$ cat config.mk
export PLATFORM = sky130hd
export DESIGN_NAME = alu_arb_ctrl_flat
export DESIGN_NICKNAME = d
export VERILOG_FILES = /design/src/rtl/alu_arb_ctrl_if.sv /design/src/rtl/alu_arb_ctrl.sv /design/src/flat_wrapper.sv
export SDC_FILE = /design/constraint.sdc
export NUM_CORES = 1
export LEC_CHECK = 0
export ABC_CLOCK_PERIOD_IN_PS = 1870
export CORE_MARGIN = 4
export CORE_UTILIZATION = 39
export DETAILED_ROUTE_END_ITERATION = 10
export PLACE_DENSITY_LB_ADDON = 0.12
export SLEW_MARGIN = 20
export SYNTH_ARGS = -nofsm -noshare
export SYNTH_HDL_FRONTEND = slang
export SYNTH_SLANG_ARGS = --single-unit
$ cat constraint.sdc
create_clock -name clk -period 1.87 [get_ports clk]
set_input_delay 0.374 -clock clk [delete_from_list [all_inputs] [get_ports clk]]
set_output_delay 0.374 -clock clk [all_outputs]
set_load 0.005 [all_outputs]
$ cat src/rtl/alu_arb_ctrl_if.sv
// Bundle between two operation requesters, the arbiter, and the shared 16-bit ALU.
// slave = arbiter side, master = requesters plus ALU side.
interface alu_arb_ctrl_if;
   logic        req0, req1;
   logic [2:0]  func0, func1;
   logic [15:0] a0, b0, a1, b1;
   logic        done0, done1;
   logic [15:0] result_o;
   logic        zero_o, ovf_o, err_o, busy_o;
   logic [15:0] alu_a, alu_b;
   logic        alu_ainvert, alu_bnegate, alu_cin;
   logic [2:0]  alu_op;
   logic [15:0] alu_result;
   logic        alu_zero, alu_overflow, alu_cout;

   modport slave (
      input  req0, req1, func0, func1, a0, b0, a1, b1,
      input  alu_result, alu_zero, alu_overflow, alu_cout,
      output done0, done1, result_o, zero_o, ovf_o, err_o, busy_o,
      output alu_a, alu_b, alu_ainvert, alu_bnegate, alu_cin, alu_op
   );

   modport master (
      output req0, req1, func0, func1, a0, b0, a1, b1,
      output alu_result, alu_zero, alu_overflow, alu_cout,
      input  done0, done1, result_o, zero_o, ovf_o, err_o, busy_o,
      input  alu_a, alu_b, alu_ainvert, alu_bnegate, alu_cin, alu_op
   );
endinterface

$ cat src/rtl/alu_arb_ctrl.sv
// Round-robin arbiter sharing one combinational 16-bit ALU between two requesters.
// Each grant runs IDLE -> EXEC -> RESP; results and flags are captured at the end of EXEC.
module alu_arb_ctrl #(
   parameter bit DEF_PRIO = 1'b0
) (
   input logic          clk,
   input logic          rst,
   alu_arb_ctrl_if.slave bus
);
   typedef enum logic [1:0] {IDLE, EXEC, RESP} state_t;

   typedef struct packed {
      logic [2:0]  func;
      logic [15:0] a;
      logic [15:0] b;
   } op_t;

   state_t      state, state_nx;
   op_t         op_q;
   logic        own_q;
   logic        last_q;
   logic        grant;
   logic        any_req;
   logic        legal, addsub;
   logic        ainv, bneg;
   logic [2:0]  opc;
   logic [15:0] result_q;
   logic        zero_q, ovf_q, err_q;
   logic        unused_cout;

   assign any_req     = bus.req0 | bus.req1;
   assign unused_cout = bus.alu_cout;

   // On a tie the requester that was not served last wins.
   always_comb begin
      grant = 1'b0;
      if (bus.req0 && bus.req1) grant = ~last_q;
      else if (bus.req1)        grant = 1'b1;
   end

   always_comb begin
      state_nx = state;
      case (state)
         IDLE:    if (any_req) state_nx = EXEC;
         EXEC:    state_nx = RESP;
         RESP:    state_nx = IDLE;
         default: state_nx = IDLE;
      endcase
   end

   always_comb begin
      ainv   = 1'b0;
      bneg   = 1'b0;
      opc    = 3'b000;
      legal  = 1'b1;
      addsub = 1'b0;
      case (op_q.func)
         3'b000: ;
         3'b001: opc = 3'b001;
         3'b010: begin opc = 3'b010; addsub = 1'b1; end
         3'b011: begin opc = 3'b010; bneg = 1'b1; addsub = 1'b1; end
         3'b100: begin opc = 3'b011; bneg = 1'b1; end
         3'b101: begin ainv = 1'b1; bneg = 1'b1; end
         default: legal = 1'b0;
      endcase
   end

   // ALU is only driven while executing a legal operation.
   always_comb begin
      bus.alu_a       = '0;
      bus.alu_b       = '0;
      bus.alu_ainvert = 1'b0;
      bus.alu_bnegate = 1'b0;
      bus.alu_cin     = 1'b0;
      bus.alu_op      = 3'b000;
      if (state == EXEC && legal) begin
         bus.alu_a       = op_q.a;
         bus.alu_b       = op_q.b;
         bus.alu_ainvert = ainv;
         bus.alu_bnegate = bneg;
         bus.alu_cin     = bneg;
         bus.alu_op      = opc;
      end
   end

   always_ff @(posedge clk) begin
      if (rst) begin
         state    <= IDLE;
         op_q     <= '0;
         own_q    <= 1'b0;
         last_q   <= ~DEF_PRIO;
         result_q <= '0;
         zero_q   <= 1'b0;
         ovf_q    <= 1'b0;
         err_q    <= 1'b0;
      end else begin
         state <= state_nx;
         if (state == IDLE && any_req) begin
            own_q <= grant;
            op_q  <= grant ? op_t'{bus.func1, bus.a1, bus.b1}
                           : op_t'{bus.func0, bus.a0, bus.b0};
         end
         if (state == EXEC) begin
            if (legal) begin
               result_q <= bus.alu_result;
               zero_q   <= bus.alu_zero;
               ovf_q    <= addsub & bus.alu_overflow;
               err_q    <= 1'b0;
            end else begin
               result_q <= '0;
               zero_q   <= 1'b0;
               ovf_q    <= 1'b0;
               err_q    <= 1'b1;
            end
         end
         if (state == RESP) last_q <= own_q;
      end
   end

   assign bus.done0    = (state == RESP) && !own_q;
   assign bus.done1    = (state == RESP) &&  own_q;
   assign bus.busy_o   = (state != IDLE);
   assign bus.result_o = result_q;
   assign bus.zero_o   = zero_q;
   assign bus.ovf_o    = ovf_q;
   assign bus.err_o    = err_q;
endmodule

$ cat src/flat_wrapper.sv
// flat-port wrapper written by rule: the top's interface ports become plain ports
module alu_arb_ctrl_flat 
#(
   parameter bit DEF_PRIO = 1'b0
)
  (clk, rst, bus_req0, bus_req1, bus_func0, bus_func1, bus_a0, bus_b0, bus_a1, bus_b1, bus_alu_result, bus_alu_zero, bus_alu_overflow, bus_alu_cout, bus_done0, bus_done1, bus_result_o, bus_zero_o, bus_ovf_o, bus_err_o, bus_busy_o, bus_alu_a, bus_alu_b, bus_alu_ainvert, bus_alu_bnegate, bus_alu_cin, bus_alu_op);
  alu_arb_ctrl_if bus_i ();
  input logic clk;
  input logic rst;
  input wire logic [$bits(bus_i.req0)-1:0] bus_req0;
  input wire logic [$bits(bus_i.req1)-1:0] bus_req1;
  input wire logic [$bits(bus_i.func0)-1:0] bus_func0;
  input wire logic [$bits(bus_i.func1)-1:0] bus_func1;
  input wire logic [$bits(bus_i.a0)-1:0] bus_a0;
  input wire logic [$bits(bus_i.b0)-1:0] bus_b0;
  input wire logic [$bits(bus_i.a1)-1:0] bus_a1;
  input wire logic [$bits(bus_i.b1)-1:0] bus_b1;
  input wire logic [$bits(bus_i.alu_result)-1:0] bus_alu_result;
  input wire logic [$bits(bus_i.alu_zero)-1:0] bus_alu_zero;
  input wire logic [$bits(bus_i.alu_overflow)-1:0] bus_alu_overflow;
  input wire logic [$bits(bus_i.alu_cout)-1:0] bus_alu_cout;
  output wire logic [$bits(bus_i.done0)-1:0] bus_done0;
  output wire logic [$bits(bus_i.done1)-1:0] bus_done1;
  output wire logic [$bits(bus_i.result_o)-1:0] bus_result_o;
  output wire logic [$bits(bus_i.zero_o)-1:0] bus_zero_o;
  output wire logic [$bits(bus_i.ovf_o)-1:0] bus_ovf_o;
  output wire logic [$bits(bus_i.err_o)-1:0] bus_err_o;
  output wire logic [$bits(bus_i.busy_o)-1:0] bus_busy_o;
  output wire logic [$bits(bus_i.alu_a)-1:0] bus_alu_a;
  output wire logic [$bits(bus_i.alu_b)-1:0] bus_alu_b;
  output wire logic [$bits(bus_i.alu_ainvert)-1:0] bus_alu_ainvert;
  output wire logic [$bits(bus_i.alu_bnegate)-1:0] bus_alu_bnegate;
  output wire logic [$bits(bus_i.alu_cin)-1:0] bus_alu_cin;
  output wire logic [$bits(bus_i.alu_op)-1:0] bus_alu_op;
  assign bus_i.req0 = bus_req0;
  assign bus_i.req1 = bus_req1;
  assign bus_i.func0 = bus_func0;
  assign bus_i.func1 = bus_func1;
  assign bus_i.a0 = bus_a0;
  assign bus_i.b0 = bus_b0;
  assign bus_i.a1 = bus_a1;
  assign bus_i.b1 = bus_b1;
  assign bus_i.alu_result = bus_alu_result;
  assign bus_i.alu_zero = bus_alu_zero;
  assign bus_i.alu_overflow = bus_alu_overflow;
  assign bus_i.alu_cout = bus_alu_cout;
  assign bus_done0 = bus_i.done0;
  assign bus_done1 = bus_i.done1;
  assign bus_result_o = bus_i.result_o;
  assign bus_zero_o = bus_i.zero_o;
  assign bus_ovf_o = bus_i.ovf_o;
  assign bus_err_o = bus_i.err_o;
  assign bus_busy_o = bus_i.busy_o;
  assign bus_alu_a = bus_i.alu_a;
  assign bus_alu_b = bus_i.alu_b;
  assign bus_alu_ainvert = bus_i.alu_ainvert;
  assign bus_alu_bnegate = bus_i.alu_bnegate;
  assign bus_alu_cin = bus_i.alu_cin;
  assign bus_alu_op = bus_i.alu_op;
  alu_arb_ctrl #(.DEF_PRIO(DEF_PRIO)) u_core (.clk(clk), .rst(rst), .bus(bus_i));
endmodule
Word level (Yosys, flattened, before mapping)
Cells that the tools add are included.

operators by class
  reductions and logical operators = 12
  muxes and demuxes = 19
  equality and inequality tests = 8
  bitwise logic cells = 3

operators by type and width
  cell                                                              number
  16-bit 2-to-1 mux                                                 3
  35-bit 2-to-1 mux                                                 1
  1-bit 2-to-1 mux                                                  11
  3-bit by 2-bit == test with 1-bit output (second input constant)  2
  3-bit == test (second input constant)                             2
  2-bit case mux with 3 select lines                                1
  6-bit OR reduction                                                1
  1-bit logical AND                                                 5
  2-bit 2-to-1 mux                                                  2
  2-bit case mux with 2 select lines                                1
  3-bit by 1-bit == test with 1-bit output (second input constant)  1
  3-bit logical NOT                                                 1
  3-bit OR reduction                                                1
  2-bit by 1-bit == test with 1-bit output (second input constant)  1
  2-bit == test (second input constant)                             1
  2-bit logical NOT                                                 1
  2-bit by 1-bit != test with 1-bit output (second input constant)  1
  2-bit nonzero test                                                1
  2-bit OR reduction                                                1
  1-bit AND                                                         1
  1-bit logical NOT                                                 1
  1-bit inverter                                                    1
  1-bit bitwise OR                                                  1

storage, ports and cells
  flip-flop bits (word level) = 58
  output and inout port bits = 60
  word-level logic and storage cells = 52

Longest topological paths before layout
Gate-level depths: netlist of run 1.

  depth after elaboration = 5
  depth in mapped cells = 5
  mapped depth without buffers = 4

Worst setup path after synthesis of run 1
OpenSTA, ideal clock, no wires.

  path type = register to output
  from = register u_core.state[1]
  to = output bus_alu_cin
  setup slack = 0.397 ns
  stages on the path, launching flop included = 5
  data required time = 1.496 ns
  data arrival time = 1.099 ns
  path through = dfxtp_1 -> nand2b_1 -> clkbuf_1 -> nor2_1 -> buf_4

on the way
  cells in the longest elaborated chain, start to end = 3

ends and longest elaborated chain
  item                                      line                source
  start: declaration                        alu_arb_ctrl.sv:18  state_t state, state_nx;
  start signal: assignment                  alu_arb_ctrl.sv:97  state <= state_nx;
  2-bit by 1-bit == test with 1-bit output  alu_arb_ctrl.sv:76  if (state == EXEC && legal) begin
  1-bit logical AND                         alu_arb_ctrl.sv:76
  1-bit 2-to-1 mux                          -
  end: declaration                          flat_wrapper.sv:33  output wire logic [$bits(bus_i.alu_cin)-1:0] bus_alu_cin;

Every way passes these cells.

Worst setup path in the final report of run 1
  from = register u_core.op_q[34] in the netlist's numbering
  to = output bus_alu_b[14]

on the way
  cells in the longest elaborated chain, start to end = 5
  elaborated cells between the ends (all ways) = 10

ends and longest elaborated chain
  item                                   line                 source
  start: declaration                     alu_arb_ctrl.sv:19   op_t op_q;
  start signal: assignment               alu_arb_ctrl.sv:100  op_q <= grant ? op_t'{bus.func1, bus.a1, bus.b1}
  3-bit == test (tied with other cells)  alu_arb_ctrl.sv:57   case (op_q.func)
  6-bit OR reduction (no line) *         -
  1-bit 2-to-1 mux *                     alu_arb_ctrl.sv:57
  1-bit logical AND *                    alu_arb_ctrl.sv:76
  16-bit 2-to-1 mux *                    alu_arb_ctrl.sv:76
  end: declaration                       flat_wrapper.sv:30   output wire logic [$bits(bus_i.alu_b)-1:0] bus_alu_b;

Every way passes the cells marked *; elsewhere a longest branch is shown, timed or not.

==> impl_metrics.csv, run 1 <==
group,metric,value,unit
synthesis,ys_seq_elements,58,
synthesis,synth_top_area_share,40.7,%
critical_path,timing.rr.start,"u_core.state[0]",
floorplan,io_pins,153,
detailed_routing,drc_errors,0,
place,dp.cells,585,
synthesis,yosysWarnings,0,
critical_path,reg2reg_to,"u_core.op_q[32]",
min_path,hp-class,"reg -> reg",
timing,fin_crit,1.81,ns
place,dp_hpwl,6.33,mm
clock_network,cts.reportedPaths.clkPinSlew,0.06,ns
clock_network,cts_tree,"yes",
finish,final_nets,595,
finish,finalInstanceArea,4700,sq um
floorplan,die-area,8750,sq um
detailed_routing,wl,9.40,mm
global_routing,grt_pass1_wl,14.1,mm
power_and_ir_drop,p_total,3.45,mW
critical_path,path_cells,"nand2_2 > buf_12 > and3_1 > dlygate4sd2_1",
finish,num_antenna_cells,0,
timing,final.setup.tns,0,ns
synthesis,synth_nets,449,
outcome,status,"completed",
clock_network,cts_buffer_depth,2,
synthesis,synth-edff-count,0,
power_and_ir_drop,comb_power_share,25.5,%
timing,setup_viol,0,
timing,setup_slack,0.0577,ns
place,gp_congestion,0.739,
synthesis,synth.area.top_cells,"dfxtp_1, nand2_1, a21oi_1, a311oi_1, and3_1",
synthesis,synth_most_common_cell,"nand2_1",
floorplan,std_cell_rows,30,
power_and_ir_drop,power.internal,2.49,mW
power_and_ir_drop,cellLeakagePower,2.02,nW
timing,slew_headroom,41.7,%
synthesis,ys_async_sr_fraction,0,%
floorplan,die_h,93.6,um
power_and_ir_drop,power.density,734,nW/um^2
critical_path,max_stage_delay,0.40,ns
critical_path,crit_slowest_cell,"dfxtp_4",
synthesis,yosys.cell_types.count,26,
detailed_routing,antenna_left,0,
detailed_routing,post_drt_wl_per_cell,15.6,um
min_path,hold_path_depth,2,
timing,fin_skew,0.00655,ns
detailed_routing,highest_layer,"met4",
critical_path,path_max_fanout,34,
timing,hold_viol_final,0,
clock_network,clock_latency,0.32,ns
synthesis,ys.flop_type,"dfxtp_1",
clock_network,cts_buffers,9,
place,dp_worst_setup_slack,-0.200,ns
finish,drive_gt1_share,12.4,%
clock_network,cts_max_level,3,
place,postPlaceCellArea,4510,sq um
power_and_ir_drop,clockPowerShare,33.3,%
timing,tightest_slew,0.874,ns
power_and_ir_drop,p_sw_share,27.9,%
timing,rsz0062_at_grt,"true",
detailed_routing,viasPerCell,5.19,
power_and_ir_drop,pwr-share-seq,41.2,%
place,port_buffers,150,
detailed_routing,routed-wl-met3,784,um
timing,drv_slew,0,
critical_path,r2r_cells,5,
synthesis,synth_top_cell_by_area,"dfxtp_1",
detailed_routing,wl_met1,3.95,mm
critical_path,cp_data_required_time,1.50,ns
critical_path,crit_arrival,1.44,ns
finish,instances_no_fill,603,
global_routing,grt_max_degree,37,
global_routing,grt_pass1_vias,2950,
flow_run,max-cap-violations,0,
critical_path,critPathBufInv,2,
critical_path,crit_family,"buffers and inverters",
critical_path,start_kind,"flop",
min_path,hold_end,"u_core.bus.ovf_o",
detailed_routing,dr.pass1.iters,4,
timing,hold_slack,0.451,ns
power_and_ir_drop,peakVddDrop,354,uV
floorplan,dieWidth,93.6,um
floorplan,coreArea,6940,sq um
global_routing,track_usage,20.3,%
critical_path,end_kind,"output port",
global_routing,grt_antenna_before_repair,0,
synthesis,synth_common_cells,"nand2_1, dfxtp_1, a21oi_1",
synthesis,synth_cells,356,
timing,fmax,552,MHz
critical_path,rrSetupSlack,0.18,ns
finish,area_growth,64.7,%
clock_network,cts.sinks,58,
timing,fin_crit_sh,96.9,%
min_path,holdCritStartpoint,"u_core.bus.ovf_o",
floorplan,initial_core_util,41.1,%
clock_network,clockRootBuffer,"clkbuf_8",
synthesis,ys_seq_area_share,40.7,%
detailed_routing,vias,3131,
finish,fillers,627,
power_and_ir_drop,switching_power,964,uW
synthesis,avgSynthCellArea,8.02,sq um
global_routing,grt-ovfl-total,0,
finish,fin_util,67.7,%
synthesis,syn_area,2860,sq um
detailed_routing,drt-initial-drc-count,126,
detailed_routing,dr_wl_met2,4.59,mm
critical_path,path_class,"reg -> out",
-- area by class of cell --
class	count	area (sq um)	area share, %
Clock buffer	11	141	3.01
Clock inverter	5	53.8	1.14
Inverter	2	10.0	0.213
Multi-Input combinational cell	259	1480	31.4
Sequential cell	58	1170	24.9
Tap cell	96	120	2.55
Timing Repair Buffer	172	1730	36.9
-- power by group through the flow --
| stage | Clock, mW | Sequential (mW) | Combinational (mW) |
|---|---|---|---|
| after global routing | 1.25 | 1.44 | 0.957 |
| after global placement | 0 | 1.44 | 0.881 |
| after floorplan | 0 | 1.44 | 0.439 |
| after CTS | 1.18 | 1.42 | 0.875 |
| final | 1.15 | 1.42 | 0.880 |
| after detailed placement | 0 | 1.45 | 0.893 |
-- layer usage --
metal	track usage [%]	vias to the layer above
met5	0	-
met4	5.66	0
met3	6.19	8
met2	35.0	106
met1	24.3	1463
li1	-	1554
-- placed cells by master (no fill, tap or decap), types with 7 or more instances in the layout --
cell and instances:
a311oi_2 9, a311oi_1 26, buf_12 9, clkdlybuf4s15_1 10
dlygate4sd2_1 27, clkdlybuf4s50_1 109, clkbuf_8 10, buf_4 13
dfxtp_1 54, a21oi_1 56, nand3_1 19, nand2_1 89
and3_1 32, nor2_1 7
-- worst register-to-register path, cell delays in order (launching register included) --
cell	delay [ns]
dfxtp_2	0.32
buf_4	0.14
nor2_4	0.13
inv_4	0.07
nor2_2	0.67
a311oi_2	0.20
-- worst max path at each step --
stage                               start              end  slack (ns)  depth (start not counted)
after detailed placement         bus_req1  u_core.op_q[28]       -0.20                          4
after global placement           bus_req1   u_core.op_q[3]       -0.16                          4
final                     u_core.op_q[34]    bus_alu_b[14]        0.06                          4
after floorplan           u_core.state[1]      bus_alu_cin        0.40                          4
after CTS                 u_core.state[1]       bus_busy_o        0.02                          4
after global routing      u_core.state[0]    bus_alu_a[15]       -0.02                          4
-- timing repair --
action	in CTS	in global routing
hold buffers	0	0
endpoints found under the setup margin	40	44
resized for setup	49	16
setup buffers	1	0
pin swaps	1	2
cloned	0	1
-- state kept, by name, summed over array words and instances, names as in the netlist --
signal / cells
u_core.bus.err_o: 1
u_core.bus.zero_o: 1
u_core.state: 2
u_core.bus.result_o: 16
u_core.own_q: 1
u_core.op_q: 35
u_core.last_q: 1
u_core.bus.ovf_o: 1
-- kinds of logic (layout without fill, tap and decap cells) --
logic type,count (synthesis),count (layout),synth area share (%)
simple gates,160,161,25.9
compound gates,96,96,24.3
flops,58,58,40.7
buf+inv,40,190,8.76
other cells,1,1,0.131
xor+xnor,1,1,0.307
Power figures use the tool's default switching activity.
==> inputs of run 2 (changes only) <==
--- a/config.mk
+++ b/config.mk
@@ -14,3 +14,4 @@
 export SYNTH_ARGS = -nofsm -noshare
 export SYNTH_HDL_FRONTEND = slang
 export SYNTH_SLANG_ARGS = --single-unit
+export TNS_END_PERCENT = 10
==> impl_metrics.csv, run 2 (same netlist as run 1, synthesis figures left out) <==
group,metric,value,unit
outcome,status,"completed",
critical_path,critPathBufInv,2,
place,port_buffers,150,
detailed_routing,vias,3116,
critical_path,crit_family,"simple AND/OR/NAND/NOR gates",
clock_network,cts_buffer_depth,2,
critical_path,max_stage_delay,0.33,ns
timing,hold_viol_final,0,
clock_network,cts_tree,"yes",
detailed_routing,antenna_left,0,
finish,final_common_cell,"clkdlybuf4s50_1",
critical_path,r2r_cells,5,
clock_network,cts_max_level,3,
global_routing,grt_antenna_before_repair,0,
global_routing,grt_pass1_vias,2948,
floorplan,initial_core_util,41.1,%
min_path,hold_path_depth,2,
global_routing,grt_pass1_wl,14.1,mm
detailed_routing,drc_errors,0,
timing,setup_viol,0,
min_path,holdCritStartpoint,"u_core.bus.ovf_o",
finish,area_growth,63.1,%
timing,slew_headroom,41.2,%
floorplan,dieWidth,93.6,um
timing,fmax,536,MHz
clock_network,clock_latency,0.33,ns
timing,drv_slew,0,
finish,num_antenna_cells,0,
critical_path,reg2reg_to,"u_core.op_q[32]",
detailed_routing,drt-initial-drc-count,106,
critical_path,cp_data_required_time,1.50,ns
clock_network,holdBufCountCts,0,
power_and_ir_drop,p_total,3.46,mW
finish,fillers,631,
power_and_ir_drop,power.density,743,nW/um^2
critical_path,rrSetupSlack,0.17,ns
clock_network,cts_buffers,9,
timing,tightest_slew,0.880,ns
floorplan,die_h,93.6,um
floorplan,std_cell_rows,30,
global_routing,grt-ovfl-total,0,
floorplan,die-area,8750,sq um
critical_path,start_kind,"flop",
critical_path,path_cells,"nor2b_4 > buf_12 > and3_1 > dlygate4sd2_1",
detailed_routing,post_drt_wl_per_cell,15.7,um
timing,rsz0062_at_grt,"true",
critical_path,crit_arrival,1.49,ns
critical_path,timing.rr.start,"u_core.state[0]",
finish,mostFrequentLayoutCells,"clkdlybuf4s50_1, nand2_1, a21oi_1",
floorplan,coreArea,6940,sq um
detailed_routing,dr.pass1.iters,4,
global_routing,track_usage,20.2,%
timing,fin_crit,1.86,ns
place,dp_hpwl,6.33,mm
detailed_routing,viasPerCell,5.16,
place,postPlaceCellArea,4510,sq um
critical_path,path_max_fanout,19,
timing,fin_crit_sh,99.7,%
min_path,hp-class,"reg -> reg",
power_and_ir_drop,cellLeakagePower,2.03,nW
finish,regMostFlops,"u_core.op_q",
global_routing,grt_max_degree,37,
critical_path,crit_slowest_cell,"dfxtp_2",
critical_path,path_class,"reg -> out",
finish,largest_register_ff_count,35,
power_and_ir_drop,peakVddDrop,354,uV
finish,final_nets,596,
clock_network,cts.sinks,58,
floorplan,io_pins,153,
place,gp_congestion,0.739,
detailed_routing,wl,9.49,mm
clock_network,cts.reportedPaths.clkPinSlew,0.07,ns
timing,fin_skew,0.00798,ns
min_path,hold_end,"u_core.bus.ovf_o",
critical_path,end_kind,"output port",
clock_network,clockRootBuffer,"clkbuf_8",
finish,instances_no_fill,604,
finish,finalInstanceArea,4660,sq um
finish,drive_gt1_share,16.9,%
place,dp.cells,585,
flow_run,max-cap-violations,0,
==> run 2: what timing repair did <==
action                     4_1_cts  5_1_grt
gates resized for setup         40       64
setup endpoints to repair       40       68
pin swaps                        0        2
buffers inserted                 0        1
cloned                           0        2
==> run 2: report_power, final <==
part           switching [mW]  internal [mW]  leakage (nW)  total (mW)
combinational           0.404          0.487          1.45       0.891
clock                   0.501          0.648         0.103        1.15
sequential             0.0630           1.36         0.480        1.42
total                   0.968           2.49          2.03        3.46
==> run 2: layout make-up <==
cell class / count / area (sq um) / share of cell area (%)
multi-input cells: 259 / 1480 / 31.8
repair buffers: 173 / 1680 / 36.2
inverters: 2 / 10.0 / 0.215
well taps: 96 / 120 / 2.58
flip-flops and latches: 58 / 1170 / 25.1
clock buffers: 11 / 141 / 3.04
clock inverters: 5 / 53.8 / 1.15
==> run 2: metal layers <==
layer	global-route usage [%]	wire (um)	part of all wire, %	vias to the layer above
li1	-	-	-	1559
met1	24.3	3990	42	1446
met2	34.9	4660	49	105
met3	6.19	761	8.0	6
met4	5.66	75	0.79	0
met5	0	0	0	-
==> run 2: worst max-delay path by stage <==
| stage | endpoint | start | cells past startpoint |
|---|---|---|---|
| after detailed placement | u_core.op_q[28] | bus_req1 | 4 |
| after CTS | bus_alu_bnegate | u_core.op_q[33] | 4 |
| after global placement | u_core.op_q[3] | bus_req1 | 4 |
| after floorplan | bus_alu_cin | u_core.state[1] | 4 |
| after global routing | bus_alu_b[13] | u_core.state[0] | 4 |
| final | bus_alu_b[13] | u_core.state[0] | 4 |
==> run 2: through the flow <==
stage          hold slack, ns  worst slack, ns  util (%)  setup TNS [ns]
4_1_cts                 0.451           -0.216      67.2          -0.738
5_1_grt                 0.473          -0.0650      67.1          -0.252
3_5_place_dp            0.444           -0.200      64.9           -5.83
3_3_place_gp            0.437           -0.163      64.9           -5.11
2_1_floorplan           0.448            0.397         -               0
6_report                0.451          0.00502      67.1               0
==> run 2: worst register-to-register path, stage by stage (launching register included) <==
cell and delay (ns):
dfxtp_2 0.32, buf_4 0.15, nor2_4 0.13, inv_4 0.07, nor2_2 0.67, a311oi_2 0.20
==> inputs of run 3 (changes only) <==
--- a/config.mk
+++ b/config.mk
@@ -6,8 +6,10 @@
 export NUM_CORES = 1
 export LEC_CHECK = 0
 export ABC_CLOCK_PERIOD_IN_PS = 1870
+export CAP_MARGIN = 10
 export CORE_MARGIN = 4
 export CORE_UTILIZATION = 39
+export CTS_CLUSTER_SIZE = 12
 export DETAILED_ROUTE_END_ITERATION = 10
 export PLACE_DENSITY_LB_ADDON = 0.12
 export SLEW_MARGIN = 20
==> results of run 3 <==
Same layout as run 2: the final DEF is identical, and so are final timing and power.
